==> src/rtl/pixel_pkg.sv <==
// Shared definitions for the interleaved-to-paired pixel demultiplexer:
// default widths, FSM state encoding and the output pair layout.
package pixel_pkg;

    localparam int DATA_W_DEF = 8;
    localparam int CNT_W_DEF  = 12;

    typedef enum logic [1:0] {
        S_EVEN  = 2'd0,
        S_ODD   = 2'd1,
        S_FLUSH = 2'd2
    } state_e;

    // Pair layout at the default pixel width; modules with a different
    // DATA_W declare the same fields locally at their own width.
    typedef struct packed {
        logic [DATA_W_DEF-1:0] even;
        logic [DATA_W_DEF-1:0] odd;
        logic                  odd_vld;
        logic                  last;
    } pixel_pair_t;

    function automatic int pair_width(input int data_w);
        return 2 * data_w + 2;
    endfunction

endpackage

==> src/rtl/pixel_pair_demux_pair_out_reg.sv <==
// Single-entry output register with valid/ready; a new entry may be loaded
// in the same cycle the current one drains, so a full stream has no bubble.
module pair_out_reg #(
    parameter int W = 18
) (
    input  logic         clk,
    input  logic         rst,
    input  logic         load,
    input  logic [W-1:0] load_data,
    input  logic         out_ready,
    output logic         out_valid,
    output logic [W-1:0] out_data,
    output logic         free
);

    logic         valid_q;
    logic         valid_d;
    logic [W-1:0] data_q;
    logic [W-1:0] data_d;

    assign free      = ~valid_q | out_ready;
    assign out_valid = valid_q;
    assign out_data  = data_q;

    always_comb begin
        valid_d = valid_q;
        data_d  = data_q;
        if (load) begin
            valid_d = 1'b1;
            data_d  = load_data;
        end else if (valid_q && out_ready) begin
            // Data fields keep their last value once drained.
            valid_d = 1'b0;
        end
    end

    always_ff @(posedge clk) begin
        if (rst) begin
            valid_q <= 1'b0;
            data_q  <= '0;
        end else begin
            valid_q <= valid_d;
            data_q  <= data_d;
        end
    end

endmodule

==> src/rtl/pixel_pair_demux.sv <==
// Splits an interleaved pixel stream into even/odd lane pairs, one pair per
// output beat; lines with an odd pixel count are closed with a padded pair.
module pixel_pair_demux
    import pixel_pkg::*;
#(
    parameter int                DATA_W  = DATA_W_DEF,
    parameter logic [DATA_W-1:0] PAD_VAL = '0,
    parameter int                CNT_W   = CNT_W_DEF
) (
    input  logic              clk,
    input  logic              rst,
    input  logic [DATA_W-1:0] in_data,
    input  logic              in_valid,
    input  logic              in_last,
    output logic              in_ready,
    output logic [DATA_W-1:0] out_even,
    output logic [DATA_W-1:0] out_odd,
    output logic              out_odd_vld,
    output logic              out_last,
    output logic              out_valid,
    input  logic              out_ready,
    output logic [CNT_W-1:0]  pair_cnt,
    output logic              odd_line
);

    typedef struct packed {
        logic [DATA_W-1:0] even;
        logic [DATA_W-1:0] odd;
        logic              odd_vld;
        logic              last;
    } pair_t;

    localparam int PAIR_W = pair_width(DATA_W);

    state_e            state_q;
    state_e            state_d;
    logic [DATA_W-1:0] hold_q;
    logic [DATA_W-1:0] hold_d;
    logic [CNT_W-1:0]  cnt_q;
    logic [CNT_W-1:0]  cnt_d;
    logic              odd_line_q;
    logic              odd_line_d;

    logic              load;
    pair_t             load_pair;
    pair_t             out_pair;
    logic              out_free;
    logic              out_xfer;

    pair_out_reg #(
        .W (PAIR_W)
    ) u_pair_out_reg (
        .clk       (clk),
        .rst       (rst),
        .load      (load),
        .load_data (load_pair),
        .out_ready (out_ready),
        .out_valid (out_valid),
        .out_data  (out_pair),
        .free      (out_free)
    );

    // Pairing FSM: the even sample waits in hold_q until its partner arrives.
    always_comb begin
        state_d    = state_q;
        hold_d     = hold_q;
        odd_line_d = 1'b0;
        load       = 1'b0;
        load_pair  = '0;
        in_ready   = 1'b0;
        case (state_q)
            S_EVEN: begin
                in_ready = 1'b1;
                if (in_valid) begin
                    hold_d  = in_data;
                    state_d = in_last ? S_FLUSH : S_ODD;
                end
            end
            S_ODD: begin
                in_ready = out_free;
                if (in_valid && out_free) begin
                    load              = 1'b1;
                    load_pair.even    = hold_q;
                    load_pair.odd     = in_data;
                    load_pair.odd_vld = 1'b1;
                    load_pair.last    = in_last;
                    state_d           = S_EVEN;
                end
            end
            S_FLUSH: begin
                if (out_free) begin
                    load              = 1'b1;
                    load_pair.even    = hold_q;
                    load_pair.odd     = PAD_VAL;
                    load_pair.odd_vld = 1'b0;
                    load_pair.last    = 1'b1;
                    odd_line_d        = 1'b1;
                    state_d           = S_EVEN;
                end
            end
            default: begin
                state_d = S_EVEN;
            end
        endcase
    end

    assign out_xfer = out_valid & out_ready;

    always_comb begin
        cnt_d = cnt_q;
        if (out_xfer) begin
            cnt_d = out_pair.last ? '0 : cnt_q + CNT_W'(1);
        end
    end

    always_ff @(posedge clk) begin
        if (rst) begin
            state_q    <= S_EVEN;
            hold_q     <= '0;
            cnt_q      <= '0;
            odd_line_q <= 1'b0;
        end else begin
            state_q    <= state_d;
            hold_q     <= hold_d;
            cnt_q      <= cnt_d;
            odd_line_q <= odd_line_d;
        end
    end

    assign out_even    = out_pair.even;
    assign out_odd     = out_pair.odd;
    assign out_odd_vld = out_pair.odd_vld;
    assign out_last    = out_pair.last;
    assign pair_cnt    = cnt_q;
    assign odd_line    = odd_line_q;

endmodule
==> config.mk <==
export PLATFORM = sky130hd
export DESIGN_NAME = pixel_pair_demux
export DESIGN_NICKNAME = d
export VERILOG_FILES = /design/src/rtl/pixel_pkg.sv /design/src/rtl/pixel_pair_demux_pair_out_reg.sv /design/src/rtl/pixel_pair_demux.sv
export SDC_FILE = /design/constraint.sdc
export NUM_CORES = 1
export LEC_CHECK = 0
export ABC_AREA = 1
export BUFFER_PORTS_ARGS = -buffer_cell sky130_fd_sc_hd__buf_2
export CAP_MARGIN = 20
export CORE_MARGIN = 2
export CORE_UTILIZATION = 30
export DETAILED_ROUTE_END_ITERATION = 7
export GPL_TIMING_DRIVEN = 0
export HOLD_SLACK_MARGIN = 0.06
export RECOVER_POWER = 25
export SLEW_MARGIN = 25
export SYNTH_ARGS = -nofsm -noshare
export SYNTH_HDL_FRONTEND = slang
export SYNTH_SLANG_ARGS = --single-unit
export TNS_END_PERCENT = 50
==> constraint.sdc <==
create_clock -name clk -period 1.82 [get_ports clk]
set_input_delay 0.091 -clock clk [delete_from_list [all_inputs] [get_ports clk]]
set_output_delay 0.091 -clock clk [all_outputs]
set_load 0.1 [all_outputs]
==> qor.yml <==
end_kind: "primary output"
core_area_sq_um: 5850
post-place-ws_ps: 264
dp_cells: 366
stdcell_count: 383
htreeDepth: 2
critPathTopFamily: "buffers and inverters"
timing.rr.end: "u_pair_out_reg.out_data[0]"
crit_slowest_cell: "buf_2"
drt-total-wl_mm: 3.82
clock_latency_ps: 290
gp_congestion: 0.819
finalPower_uw: 2360
grt_pass1_vias: 1642
seqPwrFrac: 0.436
grt_use_total: 0.129
gr-max-usage-layer: "met2"
mappedNetlistArea_sq_um: 1800
switching_share: 0.398
drive_gt1_frac: 0.227
cts_max_path_buffers: 2
path_cells: "inv_1 -> ha_1 -> inv_1 -> o21ai_2 -> buf_2"
max_clock_freq_mhz: 611
tns_ps: 0
cts-root-buf: "clkbuf_8"
start_util: 0.308
power.leakage_uw: 0.00104
die_x_um: 81.5
nets: 324
synth_top_area_share: 0.467
path_class: "flop to primary output"
final-seq-area_sq_um: 848
io_pins: 46
die_h_um: 81.5
wl_per_cell_um: 9.98
rsz0062_at_grt: "no"
dr.pass1.iters: 4
fillCellCount: 632
arrival_ps: 1540
grtUsageMet3: 0.0319
timing.slew.headroom: 0.233
p_int_uw: 1420
ant_nets: 0
dieArea_sq_um: 6640
worst_pin_slew_ps: 1150
hp-class: "primary input to flop"
final_common_cell: "nand2_1"
drt-initial-drc-count: 74
multi_input_area_sq_um: 802
synthDistinctLibCells: 23
insertedDiodeCount: 0
grt_pass1_wl_mm: 6.81
clock_power_share: 0.259
yosys-top-cells-area: "dfxtp_1, nand2_1, nor2_1, inv_1, a21oi_1"
grt_max_degree: 16
reg2reg_from: "state_q[0]"
drv_cap: 0
path_max_fanout: 4
use_met2: 0.234
critPathRequiredTime_ps: 1730
r2r.worst_path.cells: 6
fin_crit_ps: 1640
num_vias: 1640
ir_worst_vdd_mv: 0.537
cp_num_cells: 5
antenna_found_initial: 0
power.switching_uw: 939
postCtsSetupBuffers: 0
min_period_over_period: 0.899
slowest_delay_ps: 430
power_density_nw_per_um2: 1020
reg2reg_setup_slack_ps: 250
final_core_util: 0.395
drc: 0
tritoncts: "built"
status: "complete, no violations"
std_cell_rows: 28
power.share.combinational: 0.305
synthCells: 246
ys_seq_area_frac: 0.467
cts_sinks: 42
grt.met1_usage: 0.152
hold_violations: 0
avgSynthCellArea_sq_um: 7.32
critPathLaunch: "state_q[1]"
synthToLayoutAreaGrowth_pct: 28.4
finalMaxSlewViolations: 0
cp_common_cell: "inv_1"
clk_pin_slew_ps: 90
yosysWarnings: 0
layout_setup_ws_ps: 184
cp-endpoint: "in_ready"
grt-ovfl-total: 0
synth_fp_nets: 263
synth_largest_area_cell: "dfxtp_1"
portBuffers: 45
dp_hpwl_mm: 2.98
mostFrequentLayoutCells: "nand2_1, nor2_1, dfxtp_1"
fin_skew_ps: 11.0
via_per_inst: 4.28
synth-seq-cells: 42
numCtsBuffers: 5
cp_num_buf_inv: 3
setup_viol: 0
critPathLaunchType: "flop"
==> timing repair <==
action / in CTS / in global routing
resized for setup: 0 / 0
endpoints found under the hold margin: 9 / 0
hold buffers: 9 / 0
==> metal layers <==
metal	share of wire	vias to the layer above
met5	0	-
met4	0.0026	0
met3	0.053	2
met2	0.46	38
met1	0.49	698
li1	-	902
==> state kept, by name, indices dropped and copies added (netlist names) <==
signal                    flops
odd_line                      1
u_pair_out_reg.out_valid      1
state_q                       2
pair_cnt                     12
hold_q                        8
u_pair_out_reg.out_data      18
==> worst min-delay path, stage by stage <==
cell,delay (ps)
buf_2,110
nor3_1,60
nor2_1,90
==> power by group through the flow <==
stage / Sequential [uW] / Combinational (uW) / Clock [uW]
2_1_floorplan: 1350 / 290 / 0
3_3_place_gp: 1050 / 710 / 0
3_5_place_dp: 1050 / 712 / 0
4_1_cts: 1030 / 727 / 643
5_1_grt: 1040 / 776 / 690
6_report: 1030 / 720 / 612
==> how the worst min path moves through the flow <==
| stage | from | end | slack, ps | cells after the start |
|---|---|---|---|---|
| 6_report | in_last | u_pair_out_reg.out_data[0] | 90 | 3 |
| 5_1_grt | in_last | u_pair_out_reg.out_data[0] | 80 | 3 |
| 4_1_cts | in_last | u_pair_out_reg.out_data[0] | 80 | 3 |
| 3_5_place_dp | rst | odd_line | 300 | 2 |
| 3_3_place_gp | rst | odd_line | 300 | 2 |
| 2_1_floorplan | rst | odd_line | 170 | 1 |
==> area by class of cell <==
class | count | area share
Clock inverter | 3 | 0.0103
Clock buffer | 5 | 0.0298
Buffer | 6 | 0.0146
Sequential cell | 42 | 0.367
Tap cell | 75 | 0.0406
Inverter | 34 | 0.0552
Multi-Input combinational cell | 164 | 0.347
Timing Repair Buffer | 54 | 0.135
==> synth_stat cells (all sizes together) <==
cell type  count
a21oi         23
buf            4
nor2          41
nand4          4
inv           34
nand3         12
nor3           7
o21bai         2
nand2         51
dfxtp         42
o21ai         19
and3           1
ha             4
clkbuf         2
==> logic make-up (layout without fill, tap and decap cells) <==
group | count (synthesis) | after routing | synth area share
simple gates | 116 | 116 | 0.288
compound gates | 44 | 44 | 0.127
flops | 42 | 42 | 0.467
buf+inv | 40 | 102 | 0.0896
fa+ha+maj | 4 | 4 | 0.0278
==> metrics by stage <==
stage,hold WS (ps),cell area (sq um)
after floorplan,168,1810
after global placement,296,2130
after detailed placement,300,2130
after CTS,77.3,2310
after global routing,83.2,2310
final,89.4,2310
Power figures use the tool's default switching activity.
